<file path="src/rtl/vga_timing_gen.sv">
// vga_timing_gen
//
// 640x480@60 Hz VGA raster generator. Produces the pixel/line counters used
// by the display-region decoders, the active-low connector sync pulses and a
// video-valid qualifier. Sync and valid can be delayed by PIPE_DLY pixel
// slots so they line up with downstream registered region flags.
//
// Ports:
//   clk        in   system clock (25 MHz when pix_en is tied high)
//   rst        in   synchronous active-high reset
//   pix_en     in   pixel-slot enable; all state advances only when high
//   h_cnt      out  horizontal position, 0..H_TOT-1
//   v_cnt      out  vertical position, 0..V_TOT-1
//   hsync      out  active-low horizontal sync, delayed by PIPE_DLY slots
//   vsync      out  active-low vertical sync, delayed by PIPE_DLY slots
//   valid      out  pixel in visible area, delayed by PIPE_DLY slots
//   line_tick  out  pulse on the last pixel of each line (undelayed)
//   frame_tick out  pulse on the last pixel of each frame (undelayed)
//
// PIPE_DLY legal range is 0..3.

module vga_timing_gen #(
  parameter int H_VIS    = 640,
  parameter int H_FP     = 16,
  parameter int H_SYNC   = 96,
  parameter int H_BP     = 48,
  parameter int V_VIS    = 480,
  parameter int V_FP     = 10,
  parameter int V_SYNC   = 2,
  parameter int V_BP     = 33,
  parameter int PIPE_DLY = 1
) (
  input  logic       clk,
  input  logic       rst,
  input  logic       pix_en,
  output logic [9:0] h_cnt,
  output logic [9:0] v_cnt,
  output logic       hsync,
  output logic       vsync,
  output logic       valid,
  output logic       line_tick,
  output logic       frame_tick
);

  localparam int H_TOT = H_VIS + H_FP + H_SYNC + H_BP;
  localparam int V_TOT = V_VIS + V_FP + V_SYNC + V_BP;

  localparam logic [9:0] H_LAST     = 10'(H_TOT - 1);
  localparam logic [9:0] V_LAST     = 10'(V_TOT - 1);
  localparam logic [9:0] H_VIS_END  = 10'(H_VIS);
  localparam logic [9:0] V_VIS_END  = 10'(V_VIS);
  localparam logic [9:0] HS_START   = 10'(H_VIS + H_FP);
  localparam logic [9:0] HS_END     = 10'(H_VIS + H_FP + H_SYNC);
  localparam logic [9:0] VS_START   = 10'(V_VIS + V_FP);
  localparam logic [9:0] VS_END     = 10'(V_VIS + V_FP + V_SYNC);

  // Delay-stage contents are {hs, vs, vld}; idle is sync high, not valid.
  localparam logic [2:0] IDLE = 3'b110;

  logic [9:0] h_cnt_reg, h_cnt_next;
  logic [9:0] v_cnt_reg, v_cnt_next;
  logic       h_last, v_last;
  logic       hs_raw, vs_raw, vld_raw;
  logic [2:0] raw;

  assign h_last = (h_cnt_reg == H_LAST);
  assign v_last = (v_cnt_reg == V_LAST);

  // Counter next-state: h wraps at the end of the line and carries into v,
  // v wraps only when h wraps on the last line.
  always_comb begin
    h_cnt_next = h_cnt_reg;
    v_cnt_next = v_cnt_reg;
    if (pix_en) begin
      if (h_last) begin
        h_cnt_next = '0;
        if (v_last) begin
          v_cnt_next = '0;
        end else begin
          v_cnt_next = v_cnt_reg + 10'd1;
        end
      end else begin
        h_cnt_next = h_cnt_reg + 10'd1;
      end
    end
  end

  always_ff @(posedge clk) begin
    if (rst) begin
      h_cnt_reg <= '0;
      v_cnt_reg <= '0;
    end else begin
      h_cnt_reg <= h_cnt_next;
      v_cnt_reg <= v_cnt_next;
    end
  end

  assign h_cnt = h_cnt_reg;
  assign v_cnt = v_cnt_reg;

  // Raw decode of the current counter position.
  assign hs_raw  = !((h_cnt_reg >= HS_START) && (h_cnt_reg < HS_END));
  assign vs_raw  = !((v_cnt_reg >= VS_START) && (v_cnt_reg < VS_END));
  assign vld_raw = (h_cnt_reg < H_VIS_END) && (v_cnt_reg < V_VIS_END);
  assign raw     = {hs_raw, vs_raw, vld_raw};

  // Ticks are combinational so they coincide with the counter value they
  // describe, and they vanish in slots where pix_en is low.
  assign line_tick  = pix_en && h_last;
  assign frame_tick = line_tick && v_last;

  generate
    if (PIPE_DLY == 0) begin : g_nodly
      assign hsync = hs_raw;
      assign vsync = vs_raw;
      assign valid = vld_raw;
    end else begin : g_dly
      // One register per delay stage; each stage shifts only on enabled
      // slots so the delay is measured in pixel slots, not clocks.
      for (genvar gi = 0; gi < PIPE_DLY; gi++) begin : g_stage
        logic [2:0] q_reg;
        if (gi == 0) begin : g_first
          always_ff @(posedge clk) begin
            if (rst) begin
              q_reg <= IDLE;
            end else if (pix_en) begin
              q_reg <= raw;
            end
          end
        end else begin : g_next
          always_ff @(posedge clk) begin
            if (rst) begin
              q_reg <= IDLE;
            end else if (pix_en) begin
              q_reg <= g_stage[gi-1].q_reg;
            end
          end
        end
      end
      assign {hsync, vsync, valid} = g_stage[PIPE_DLY-1].q_reg;
    end
  endgenerate

endmodule

</file>
<file path="config.mk">
export PLATFORM = sky130hd
export DESIGN_NAME = vga_timing_gen
export DESIGN_NICKNAME = d
export VERILOG_FILES = /design/src/rtl/vga_timing_gen.sv
export SDC_FILE = /design/constraint.sdc
export NUM_CORES = 1
export LEC_CHECK = 0
export ABC_CLOCK_PERIOD_IN_PS = 2400
export CAP_MARGIN = 25
export CORE_ASPECT_RATIO = 1.25
export CORE_MARGIN = 2
export CORE_UTILIZATION = 30
export DETAILED_ROUTE_END_ITERATION = 8
export SYNTH_ARGS = -nofsm -noshare
export SYNTH_HDL_FRONTEND = slang
export SYNTH_SLANG_ARGS = --single-unit
</file>
<file path="constraint.sdc">
create_clock -name clk -period 2.4 [get_ports clk]
set_input_delay 0.72 -clock clk [delete_from_list [all_inputs] [get_ports clk]]
set_output_delay 0.72 -clock clk [all_outputs]
set_load 0.005 [all_outputs]
</file>
==> results of run 1 <==
worst min-delay path: stages (launching register included):
cell and delay, ns:
sky130_fd_sc_hd__dfxtp_1 0.32, sky130_fd_sc_hd__nand2b_1 0.07, sky130_fd_sc_hd__a21oi_1 0.06
power groups by stage:
stage	sequential [W]	clock, W	combinational [W]
2_1_floorplan	0.000401	0	0.0000192
3_3_place_gp	0.000399	0	0.0000455
3_5_place_dp	0.000399	0	0.0000466
4_1_cts	0.000390	0.000251	0.0000465
5_1_grt	0.000391	0.000266	0.0000513
6_report	0.000390	0.000244	0.0000455
path summary, 6_finish.rpt:
| path | end | cells after the start | from | slack (ns) |
|---|---|---|---|---|
| worst min-delay path | g_dly.g_stage[0].q_reg[0]$_SDFFE_PP0P_ | 2 | g_dly.g_stage[0].q_reg[0]$_SDFFE_PP0P_ | 0.49 |
| worst min register to register | g_dly.g_stage[0].q_reg[0]$_SDFFE_PP0P_ | 2 | g_dly.g_stage[0].q_reg[0]$_SDFFE_PP0P_ | 0.49 |
| worst max-delay path | line_tick | 6 | pix_en | 0.15 |
| worst max register to register | v_cnt[7]$_SDFFE_PP0P_ | 6 | h_cnt[9]$_SDFFE_PP0P_ | 0.47 |
cells in the mapped netlist, types with 3 or more instances:
cell type	number
sky130_fd_sc_hd__nor3_1	4
sky130_fd_sc_hd__xnor2_1	5
sky130_fd_sc_hd__dfxtp_1	23
sky130_fd_sc_hd__nand4_1	8
sky130_fd_sc_hd__xor2_1	6
sky130_fd_sc_hd__ha_1	5
sky130_fd_sc_hd__nand4b_1	4
sky130_fd_sc_hd__nand2_1	7
sky130_fd_sc_hd__nor4bb_1	3
sky130_fd_sc_hd__nand3_1	5
sky130_fd_sc_hd__nand2b_1	4
sky130_fd_sc_hd__o21ai_0	6
sky130_fd_sc_hd__inv_1	5
sky130_fd_sc_hd__a21oi_1	9
sky130_fd_sc_hd__nor2_1	15
sky130_fd_sc_hd__or3_1	4
kinds of logic (layout without fill, tap and decap cells):
family | count (synthesis) | after routing | synth area share, %
AND/OR/NAND/NOR | 62 | 62 | 30.9
buffers and inverters | 10 | 66 | 3.98
XOR/XNOR | 11 | 11 | 8.28
multiplexers | 1 | 1 | 0.860
adder cells (fa/ha/maj) | 5 | 5 | 5.38
flip-flops | 23 | 23 | 39.6
AO/OA/AOI/OAI | 21 | 21 | 11.1
per-stage QoR:
step	std cells	TNS, ns	util, %	setup slack, ns
after global routing	229	0	45.7	0.0245
final	229	0	45.7	0.152
after detailed placement	220	-1.39	43.7	-0.593
after CTS	228	0	45.6	0.0271
after global placement	220	-1.20	43.7	-0.562
after floorplan	133	0	-	0.295
what timing repair did:
item | 4_1_cts | 5_1_grt
endpoints found under the setup margin | 2 | 2
resized for setup | 8 | 2
endpoints found under the hold margin | 0 | 0
pin swaps | 2 | 0
setup buffers | 4 | 1
final cells by class:
cell class	count	area share [%]
tap	40	2.92
multi-input combinational	100	38.3
inverter	6	1.31
clock buffer	4	2.63
sequential	23	26.9
timing repair buffer	56	28.0
routing by layer:
| metal | share of wire, % | track usage (%) | routed length [um] |
|---|---|---|---|
| met3 | 5.1 | 2.46 | 170 |
| met2 | 52 | 29.8 | 1700 |
| met1 | 42 | 21.7 | 1400 |
| met5 | 0 | 0 | 0 |
| met4 | 0.82 | 3.95 | 27 |
==> metrics.log, run 1 <==
[metrics] smallest hold slack: between 0.4 and 0.5 ns
[metrics] worst-path cell chain: clkbuf_2, and4_1, nand4b_1, buf_4, inv_2, clkdlybuf4s15_2
[metrics] fraction of synthesis flops using an asynchronous set or reset pin: 0%
[metrics] Max IR drop VDD: 0.225 mV
[metrics] cell taking the most area after synthesis: sky130_fd_sc_hd__dfxtp_1
[metrics] initial antenna violation count: 0
[metrics] clock tree from TritonCTS: built
[metrics] leading cell types in the layout, fill and taps excluded: sky130_fd_sc_hd__buf_4 (29), sky130_fd_sc_hd__clkdlybuf4s50_1 (24), sky130_fd_sc_hd__dfxtp_1 (23)
[metrics] Power Internal: between 0.0005 and 0.0006 W
[metrics] kind of capture point of the worst setup path: output pin
[metrics] Sequential Area: 460 um^2
[metrics] GR Util All Layers: 17.0%
[metrics] sequential-to-total area share from yosys stat: between 30% and 40%
[metrics] relative contribution of combinational cells to total power: 6.7%
[metrics] post-cts hold buffer count: 0
[metrics] Inserted Clock Buffers: 3
[metrics] critical path class: in2out
[metrics] number of rows created at floorplan: 25
[metrics] total power of the final layout: 0.000679 W
[metrics] Final ANT Viol Nets: 0
[metrics] slew margin rel.: between 70 and 80%
[metrics] leading cell types by total area after synthesis: sky130_fd_sc_hd__dfxtp_1 (40%), sky130_fd_sc_hd__ha_1 (5.4%), sky130_fd_sc_hd__nor2_1 (4.8%)
[metrics] switching component of the power: 0.000151 W
[metrics] run status: finished clean
[metrics] H-tree levels: 1
[metrics] wire length of the first global-routing pass: between 5000 and 6000 um
[metrics] leading cell type in the layout, fill and taps excluded: sky130_fd_sc_hd__buf_4
[metrics] share of final-layout standard cells stronger than drive strength 1: ~20%
[metrics] layout overhead on the synthesized area: 47.3%
[metrics] fillers: ~400
[metrics] number of failing hold endpoints at the final stage: 0
[metrics] max-slew violation total from the final report: 0
[metrics] Power Density: around 400 mW/mm^2
[metrics] clk_lat worst skew: 0.27 ns
[metrics] multi-input gate area in the final layout: around 660 um^2
[metrics] clock transition at the registers of the reported paths: around 0.080 ns
[metrics] number of warnings printed during yosys synthesis: 0
[metrics] cell area after layout: between 0.0015 and 0.002 mm^2
[metrics] CTS Sinks: 23
[metrics] setup repair after global routing missed its margin: no
[metrics] CP max FO: 2
[metrics] Pre-antenna DRT Iters: 4
[metrics] share of the clock period used by the worst path: about 94%
[metrics] global placer's final weighted congestion: 0.829
[metrics] EDFF count, synth: 0
[metrics] Final Setup Violations: 0
[metrics] count of state elements after synthesis: 23
[metrics] die outline width: about 60 um
[metrics] number of port buffers: 27
[metrics] die area: 0.00440 mm^2
[metrics] count of cell types in the netlist: 32
[metrics] vias per cell: between 5 and 6
[metrics] Avg Synthesized Cell Area: between 8 and 9 um^2
[metrics] clock share of power: 35.9%
[metrics] initial standard-cell utilization of the core: between 30% and 40%
[metrics] 1st-iter DRT viols: 43
[metrics] critical path's largest stage delay: between 0.15 and 0.2 ns
[metrics] leading register cell type out of synthesis: sky130_fd_sc_hd__dfxtp_1
[metrics] buffer type at the clock tree root: sky130_fd_sc_hd__clkbuf_8
[metrics] number of instances in the synthesized netlist: 133
[metrics] vias in the first global route: about 1200
[metrics] Worst Skew: roughly 0.0035 ns
[metrics] time the final worst path needs with I/O delays and setup: approximately 2.2 ns
[metrics] startpoint types: primary input
[metrics] measured slew at the worst slew-check pin: between 0.3 and 0.4 ns
[metrics] grt total ovfl: 0
[metrics] die outline height: about 74 um
[metrics] Critical path buffers and inverters: 4
[metrics] leakage dissipation: 0.641 nW
[metrics] Vias: between 1000 and 1500
[metrics] wirelength, routed: ~3300 um
[metrics] Arr. time, crit path: 1.53 ns
[metrics] net count of the mapped netlist: 141
[metrics] worst min-delay path class: reg2reg
[metrics] switch share: 22.2%
[metrics] residual DRC count: 0
[metrics] antenna cell count: 0
[metrics] Slowest-stage cell, CP: sky130_fd_sc_hd__and4_1
[metrics] Post-Synthesis Cell Area: approximately 0.0012 mm^2
[metrics] Nets: roughly 200
[metrics] required time at the worst-slack endpoint: 1.68 ns
[metrics] instance area after placement: 0.00164 mm^2
[metrics] Max Cap Viol: 0
[metrics] highest attainable clock frequency: about 440 MHz
[metrics] fraction of post-synthesis cell area in the top cell type by area: between 30% and 40%
[metrics] largest net degree at the start of global routing: 13
[metrics] WL/cell: approximately 14 um
[metrics] buffer depth of the longest clock path: 2
[metrics] cell class contributing the biggest share of worst-path delay: buffers and inverters
[metrics] sequential cell fraction of total power: 57.4%
[metrics] core area: between 0.003 and 0.004 mm^2
[metrics] DPL Wire Length: ~2500 um
[metrics] top-level I/O count: 28
(Power assumes the default switching activity.)
==> run 2: changes to the inputs <==
Settings changed: SLEW_MARGIN from default to 20.
==> results of run 2 <==
Same layout as run 1: the final DEF is identical, and so are final timing and power.
